[config.mk]
export PLATFORM = sky130hd
export DESIGN_NAME = johnson_decoder
export DESIGN_NICKNAME = d
export VERILOG_FILES = /design/src/rtl/johnson_decoder.sv
export SDC_FILE = /design/constraint.sdc
export NUM_CORES = 1
export LEC_CHECK = 0
export ABC_AREA = 0
export BUFFER_PORTS_ARGS = -buffer_cell sky130_fd_sc_hd__buf_2
export CAP_MARGIN = 30
export CORE_ASPECT_RATIO = 1.2
export CORE_MARGIN = 2
export CORE_UTILIZATION = 50
export CTS_CLUSTER_SIZE = 12
export DETAILED_ROUTE_END_ITERATION = 16
export HOLD_SLACK_MARGIN = 0.15
export PLACE_DENSITY = 0.75
export SLEW_MARGIN = 20
export SYNTH_ARGS = -nofsm -noshare
export SYNTH_HDL_FRONTEND = slang
export SYNTH_SLANG_ARGS = --single-unit
[constraint.sdc]
create_clock -name clk -period 3.25 [get_ports clk]
set_clock_uncertainty 0.15 [all_clocks]
set_input_delay 0.65 -clock clk [delete_from_list [all_inputs] [get_ports clk]]
set_output_delay 0.65 -clock clk [all_outputs]
set_load 0.005 [all_outputs]
[src/rtl/johnson_decoder.sv]
// Johnson-code receiver: decodes an N-bit Johnson word to a phase index,
// flags illegal codes, checks successor order, tracks lock and counts errors.
module johnson_decoder #(
  parameter  int N          = 4,
  parameter  int LOCK_COUNT = 3,
  parameter  int ALLOW_HOLD = 1,
  localparam int PW         = $clog2(2 * N)
) (
  input  logic          clk,
  input  logic          rst_n,
  input  logic          in_valid,
  input  logic [N-1:0]  code,
  input  logic          clear_err,
  output logic [PW-1:0] phase,
  output logic          phase_valid,
  output logic          illegal,
  output logic          seq_err,
  output logic          wrap,
  output logic          locked,
  output logic [7:0]    err_count
);

  typedef enum logic [1:0] {
    HUNT   = 2'd0,
    CHECK  = 2'd1,
    LOCKED = 2'd2
  } state_t;

  localparam logic [PW-1:0] LAST_PHASE = PW'(2 * N - 1);
  localparam logic [3:0]    LOCK_TGT   = 4'(LOCK_COUNT);

  state_t        state_q, state_d;
  logic [3:0]    good_q, good_d;
  logic [PW-1:0] phase_d;
  logic          pv_d, ill_d, seq_d, wrap_d;
  logic [7:0]    err_d;

  logic [N-1:0]  therm;
  logic          legal;
  logic [PW-1:0] ones;
  logic [PW-1:0] dec_phase;
  logic [PW-1:0] succ_phase;
  logic          is_succ;
  logic          is_hold;

  // Decode: fold the upper half of the sequence onto a thermometer code so one
  // legality test and one popcount serve both halves.
  always_comb begin
    therm = code[N-1] ? ~code : code;
    legal = ((therm & (therm + N'(1))) == '0);
    ones  = '0;
    for (int unsigned i = 0; i < N; i++) begin
      ones = ones + PW'(therm[i]);
    end
    dec_phase  = code[N-1] ? (PW'(N) + ones) : ones;
    succ_phase = (phase == LAST_PHASE) ? '0 : (phase + PW'(1));
    is_succ    = (dec_phase == succ_phase);
    is_hold    = (ALLOW_HOLD != 0) && (dec_phase == phase);
  end

  // Next-state, phase tracking, pulse generation and error counting.
  always_comb begin
    state_d = state_q;
    good_d  = good_q;
    phase_d = phase;
    pv_d    = 1'b0;
    ill_d   = 1'b0;
    seq_d   = 1'b0;
    wrap_d  = 1'b0;
    if (in_valid) begin
      if (!legal) begin
        ill_d   = 1'b1;
        state_d = HUNT;
        good_d  = '0;
      end else begin
        pv_d    = 1'b1;
        phase_d = dec_phase;
        unique case (state_q)
          HUNT: begin
            good_d  = '0;
            state_d = CHECK;
          end
          CHECK: begin
            if (is_succ) begin
              good_d = good_q + 4'd1;
              if (good_q + 4'd1 == LOCK_TGT) state_d = LOCKED;
            end else if (!is_hold) begin
              seq_d  = 1'b1;
              good_d = '0;
            end
          end
          LOCKED: begin
            if (is_succ) begin
              wrap_d = (phase == LAST_PHASE);
            end else if (!is_hold) begin
              seq_d   = 1'b1;
              good_d  = '0;
              state_d = CHECK;
            end
          end
          default: state_d = HUNT;
        endcase
      end
    end
    if (clear_err)                           err_d = '0;
    else if ((ill_d || seq_d) && err_count != 8'hFF) err_d = err_count + 8'd1;
    else                                     err_d = err_count;
  end

  // Registered state and outputs.
  always_ff @(posedge clk) begin
    if (!rst_n) begin
      state_q     <= HUNT;
      good_q      <= '0;
      phase       <= '0;
      phase_valid <= 1'b0;
      illegal     <= 1'b0;
      seq_err     <= 1'b0;
      wrap        <= 1'b0;
      err_count   <= '0;
    end else begin
      state_q     <= state_d;
      good_q      <= good_d;
      phase       <= phase_d;
      phase_valid <= pv_d;
      illegal     <= ill_d;
      seq_err     <= seq_d;
      wrap        <= wrap_d;
      err_count   <= err_d;
    end
  end

  assign locked = (state_q == LOCKED);

endmodule

Word level (Yosys, flattened, before mapping)
Cells that the tools add are included.

storage, ports and cells
  bits in registers = 21
  latch bits = 0
  RAM bits = 0
  memory bits (read-only) = 0
  input bits = 8
  output and inout port bits = 16
  word-level logic and storage cells = 64
  memories = 0

operators by class
  add/subtract/negate cells = 8
  $mul = 0
  divide/modulo/power cells = 0
  order comparisons = 0
  eq/ne operators = 12
  shift-type cells = 0
  multiplexer cells = 22
  bitwise gates (word level) = 3
  reduce and logical (&&, ||, !) cells = 11

operators by type and width
  cell                 count
  $mux 4               5
  $ne 3x3->1 const B   4
  $pmux 4 s3           1
  $mux 2               5
  $reduce_and 5->1     2
  $add 4x1->4 const B  2
  $add 8x1->8 const B  1
  $mux 1               8
  $ne 8x8->1 const B   1
  $eq 3x3->1           2
  $mux 3               2
  $pmux 2 s3           1
  $and 4x4->4          1
  $eq 4x2->1 const B   1
  $logic_not 4->1      1
  $ne 4x2->1 const B   1
  $not 4->4            1
  $reduce_and 2->1     2
  $reduce_or 2->1      2
  $add 2x1->3          1
  $add 3x1->3          1
  $add 3x1->3 const B  1
  $add 3x3->3 const A  1
  $eq 3x3->1 const B   1
  8 further kinds      8

Logic depth before layout (Yosys ltp)
  depth in word-level cells = 15
  mapped depth = 12
  depth with buffers taken out = 10

Least setup slack after synthesis
No wires, ideal clock.

  path kind = in2reg
  start point = input port code[3]
  end point = register good_q[0]
  library setup time = 0.133 ns
  data arrival time = 3.093 ns
  required time = 2.967 ns
  slack = -0.126 ns
  stages on the path = 11
  buffers on the path = 1
  path through = buf_6 > xnor2_1 > inv_1 > ha_1 > ha_1 > ha_1 > xor3_1 > a2111oi_0 > nor3_1 > a221oi_2 > o22ai_1

between the ends
  cells in the longest elaborated chain, start to end = 11

RTL lines
  element                           line  text
  start: declaration                12    input logic [N-1:0] code,
  $mux 4                            49    therm = code[N-1] ? ~code : code;
  $add 1x1->2                       53    ones = ones + PW'(therm[i]);
  $add 2x1->3                       53
  $add 3x1->3                       53
  $add 3x3->3                       55    dec_phase = code[N-1] ? (PW'(N) + ones) : ones;
  $mux 3                            55
  $eq 3x3->1                        58    is_hold = (ALLOW_HOLD != 0) && (dec_phase == phase);
  $mux 4                            --
  $mux 4, on equally long branches  --
  $pmux 4 s3                        78    unique case (state_q)
  $mux 4                            71    if (!legal) begin
  end signal: assignment            123   good_q <= good_d;
  end: declaration                  33    logic [3:0] good_q, good_d;

Several ways; a longest one is shown, not always the timed one. The select of a mux whose other input is x is not followed.
A chain may end at the register's enable or synchronous reset.

Worst setup path after layout
  start point = input port code[3]
  end point = register err_count[6]

between the ends
  cells in the longest elaborated chain, start to end = 14

RTL lines
  element                 line    text
  $mux 4                  49
  $add 1x1->2             53
  $add 2x1->3             53
  $add 3x1->3             53
  $add 3x3->3             55
  $mux 3                  55
  $eq 3x3->1              58
  $mux 1                  87, 95
  $mux 1                  84      if (is_succ) begin
  $mux 1                  --
  $mux 1                  71
  $mux 1                  70      if (in_valid) begin
  $logic_or 1x1->1 *      106     else if ((ill_d || seq_d) && err_count != 8'hFF) err_d = err_count + 8'd1;
  $logic_and 1x1->1 *     106
  end signal: assignment  129     err_count <= err_d;
  end: declaration        20      output logic [7:0] err_count

Mark *: on every way between the ends. The rest lies on a longest branch, timed or not.

==> summary.txt <==
Yosys
  • Syn. warnings: 0
  • Syn Inst Count: 158
  • Post-synth top flop: dfxtp_1
  • Synth Net Count: 179
  • #FFs+latches synth: 21
  • Cell variety after synth: 54
  • Average cell area after synthesis: 9.38 sq um
  • Post-synth EDFFs: 0
  • Register area share after synthesis: 28.4%
  • Post-synth ARST share: 0%
  • Post-Syn Area: 0.00148 sq mm

Min path
  • WHS Path Cells: 2
  • Hold_sp: err_count[4]$_SDFFE_PP0P_
  • HP Class: reg2reg
  • Endpoint of the worst hold path: err_count[4]$_SDFFE_PP0P_

Timing
  • Fmax: 0.327 GHz
  • Crit share post-route: 94.1%
  • Final slew viol count: 0
  • Worst rel slew slack: 70.0%
  • Worst-margin pin slew: 0.445 ns
  • Final Hold Viols: 0
  • Final worst setup slack: 0.190 ns
  • # setup viols final: 0
  • Crit path time final: 3.06 ns
  • RSZ-0062 raised after global routing: false
  • TNS Setup: 0 ns
  • Fin Hold WS: 0.340 ns

Placement
  • GPL Wtd Cong: 0.821
  • Dpl ws: -0.148 ns
  • Placed Instances: 223
  • Detailed Place HPWL: 2560 microns
  • I/O Buffers: 23

Route
  • Routed Antenna Nets: 0
  • Drt wl/cell: 14.2 microns
  • Detailed Route Iter0 Violations: 26
  • Total number of vias: 1327
  • Initial DRT Pass Iterations: 5
  • # DRC: 0
  • Vias per cell: 5.85
  • Post-Route WL: 3210 microns

Layout
  • Final Util: 62.7%
  • Share of post-route cells with drive strength above 1: 28.5%
  • Syn-to-layout area delta: 18.9%
  • Layout Cells excl Fill: 227
  • Most frequent cells in the layout: buf_2, dfxtp_1, inv_1, ha_1, buf_4
  • Fin nets: 215
  • Most common cell after layout, fill and taps aside: buf_2
  • Ant. Diodes: 0

Worst setup path
  • Reg2Reg Depth: 7
  • R2R Setup Slk: 0.63 ns
  • CP arrival: 3.13 ns
  • CP Buf/Inv Count: 4
  • Startpoint types: input port
  • Reg2Reg Capture Point: state_q[0]$_SDFFE_PN0P_
  • Crit. End Element: flop
  • Worst Path Required: 3.32 ns
  • Crit-path cells: buf_2, or2b_1, nand2_1, inv_1, fa_1, buf_4, o21ai_0, a211o_4, a32oi_4, buf_12, or4b_1, o211a_1
  • Worst R2R Start: phase[0]$_SDFFE_PN0P_
  • Max FO, Critical Path: 14
  • Slowest cell delay on critical path: 0.50 ns
  • Critical Path Slowest Stage Cell: or4b_1
  • Top delay family on crit path: simple AND/OR/NAND/NOR gates
  • Critical path class: in2reg

Floorplan
  • Die H: 63.6 microns
  • Die W: 53.7 microns
  • Core box area: 0.00281 sq mm
  • Initial Util: 52.7%
  • Row cnt: 21
  • IO Pins: 24
  • Die area: 0.00342 sq mm

Clock network
  • Worst-path clk slew: 0.12 ns
  • CTS tree: done
  • Num Clock Sinks: 21
  • Clk buf depth: 2
  • Setup bufs post-CTS: 0
  • Clk root buf: clkbuf_4
  • Depth of the CTS H-tree: 1
  • Cts hold-fix bufs: 0
  • Total CTS buffers: 3
  • Post-CTS resize count: 0
  • Clk_lat worst skew: 0.31 ns

Global routing
  • Initial antenna violation count: 0
  • First-pass GRT wire length: 5430 microns
  • Remaining Overflow, GRT: 0
  • Vias in the first global route: 1255
  • Largest net degree at the start of global routing: 15
  • All-layer global routing usage: 21.1%

Run status
  • Status: complete, no violations

Flow run
  • MaxCap Viol Count: 0

Power and ir drop
  • Pwr Density: 337 mW/mm^2
  • Peak supply drop: 0.000195 V
  • Lkg Pwr: 0.732 nW
[flip-flops by register name (all words and copies together) (netlist names)]
register and count:
err_count 8, good_q 4, illegal 1, phase 3, phase_valid 1, seq_err 1, state_q 2, wrap 1
[worst max path at each step]
stage	cells past startpoint	to	startpoint
after floorplan	11	err_count[6]$_SDFFE_PP0P_	code[3]
after global placement	12	err_count[6]$_SDFFE_PP0P_	code[3]
after detailed placement	12	err_count[6]$_SDFFE_PP0P_	code[3]
after CTS	12	err_count[6]$_SDFFE_PP0P_	code[3]
after global routing	11	state_q[1]$_SDFFE_PN0P_	code[3]
final	12	err_count[6]$_SDFFE_PP0P_	code[3]
[synth_stat cells, drive strengths merged (3+ instances only)]
library cell | instances | share of area, %
dfxtp | 21 | 28
ha | 12 | 10
inv | 12 | 3.0
a21oi | 9 | 3.0
nand2 | 9 | 2.3
nor2 | 7 | 1.8
nand2b | 6 | 2.5
nand3 | 6 | 2.0
xnor2 | 5 | 3.0
a311oi | 4 | 2.4
o31ai | 4 | 2.0
a221oi | 3 | 3.0
buf | 3 | 1.9
nor3 | 3 | 1.0
or2 | 3 | 1.3
or4 | 3 | 1.5
xor2 | 3 | 1.8
[layer usage]
| metal | GRT usage [%] | vias to the layer above | share of wire [%] |
|---|---|---|---|
| met1 | 22.9 | 613 | 40 |
| li1 | - | 665 | - |
| met5 | 0 | - | 0 |
| met3 | 2.84 | 6 | 4.7 |
| met2 | 38.0 | 43 | 54 |
| met4 | 10.3 | 0 | 1.7 |
[report_power, final]
part | leakage (nW) | switching (mW) | internal (mW)
clock network | 0.0177 | 0.0832 | 0.0460
registers | 0.170 | 0.00691 | 0.264
logic | 0.544 | 0.103 | 0.0911
[final cells by class]
type                    count  area (sq um)
inverters                  13          48.8
fillers                   232          1050
repair buffers             36           225
multi-input cells         119           997
clock inverters             1          5.00
well taps                  34          42.5
clock buffers               3          22.5
flip-flops and latches     21           420
[stage by stage]
| stage | instance area (sq um) | total power [mW] |
|---|---|---|
| floorplan | 1500 | 0.403 |
| finish | 1760 | 0.594 |
| global route | 1760 | 0.631 |
| detailed placement | 1730 | 0.471 |
| global placement | 1730 | 0.462 |
| CTS | 1760 | 0.598 |
[kinds of logic (layout without fill, tap and decap cells)]
family,count (synthesis),count (layout),synth area share (%)
and+or+nand+nor,54,54,22.1
AOI/OAI and AO/OA,41,41,24.7
DFF,21,21,28.4
buffers and inverters,18,53,5.66
adders and majority gates,13,13,11.5
xor gates and xnor gates,9,9,6.33
muxes,2,2,1.35
[worst register-to-register path: stages, from the launching register on]
cell      delay (ns)
dfxtp_1         0.39
ha_1            0.23
ha_1            0.29
xor3_2          0.44
a211o_4         0.37
o31ai_1         0.36
or4_1           0.18
o311ai_2        0.10
(Power assumes the default switching activity.)
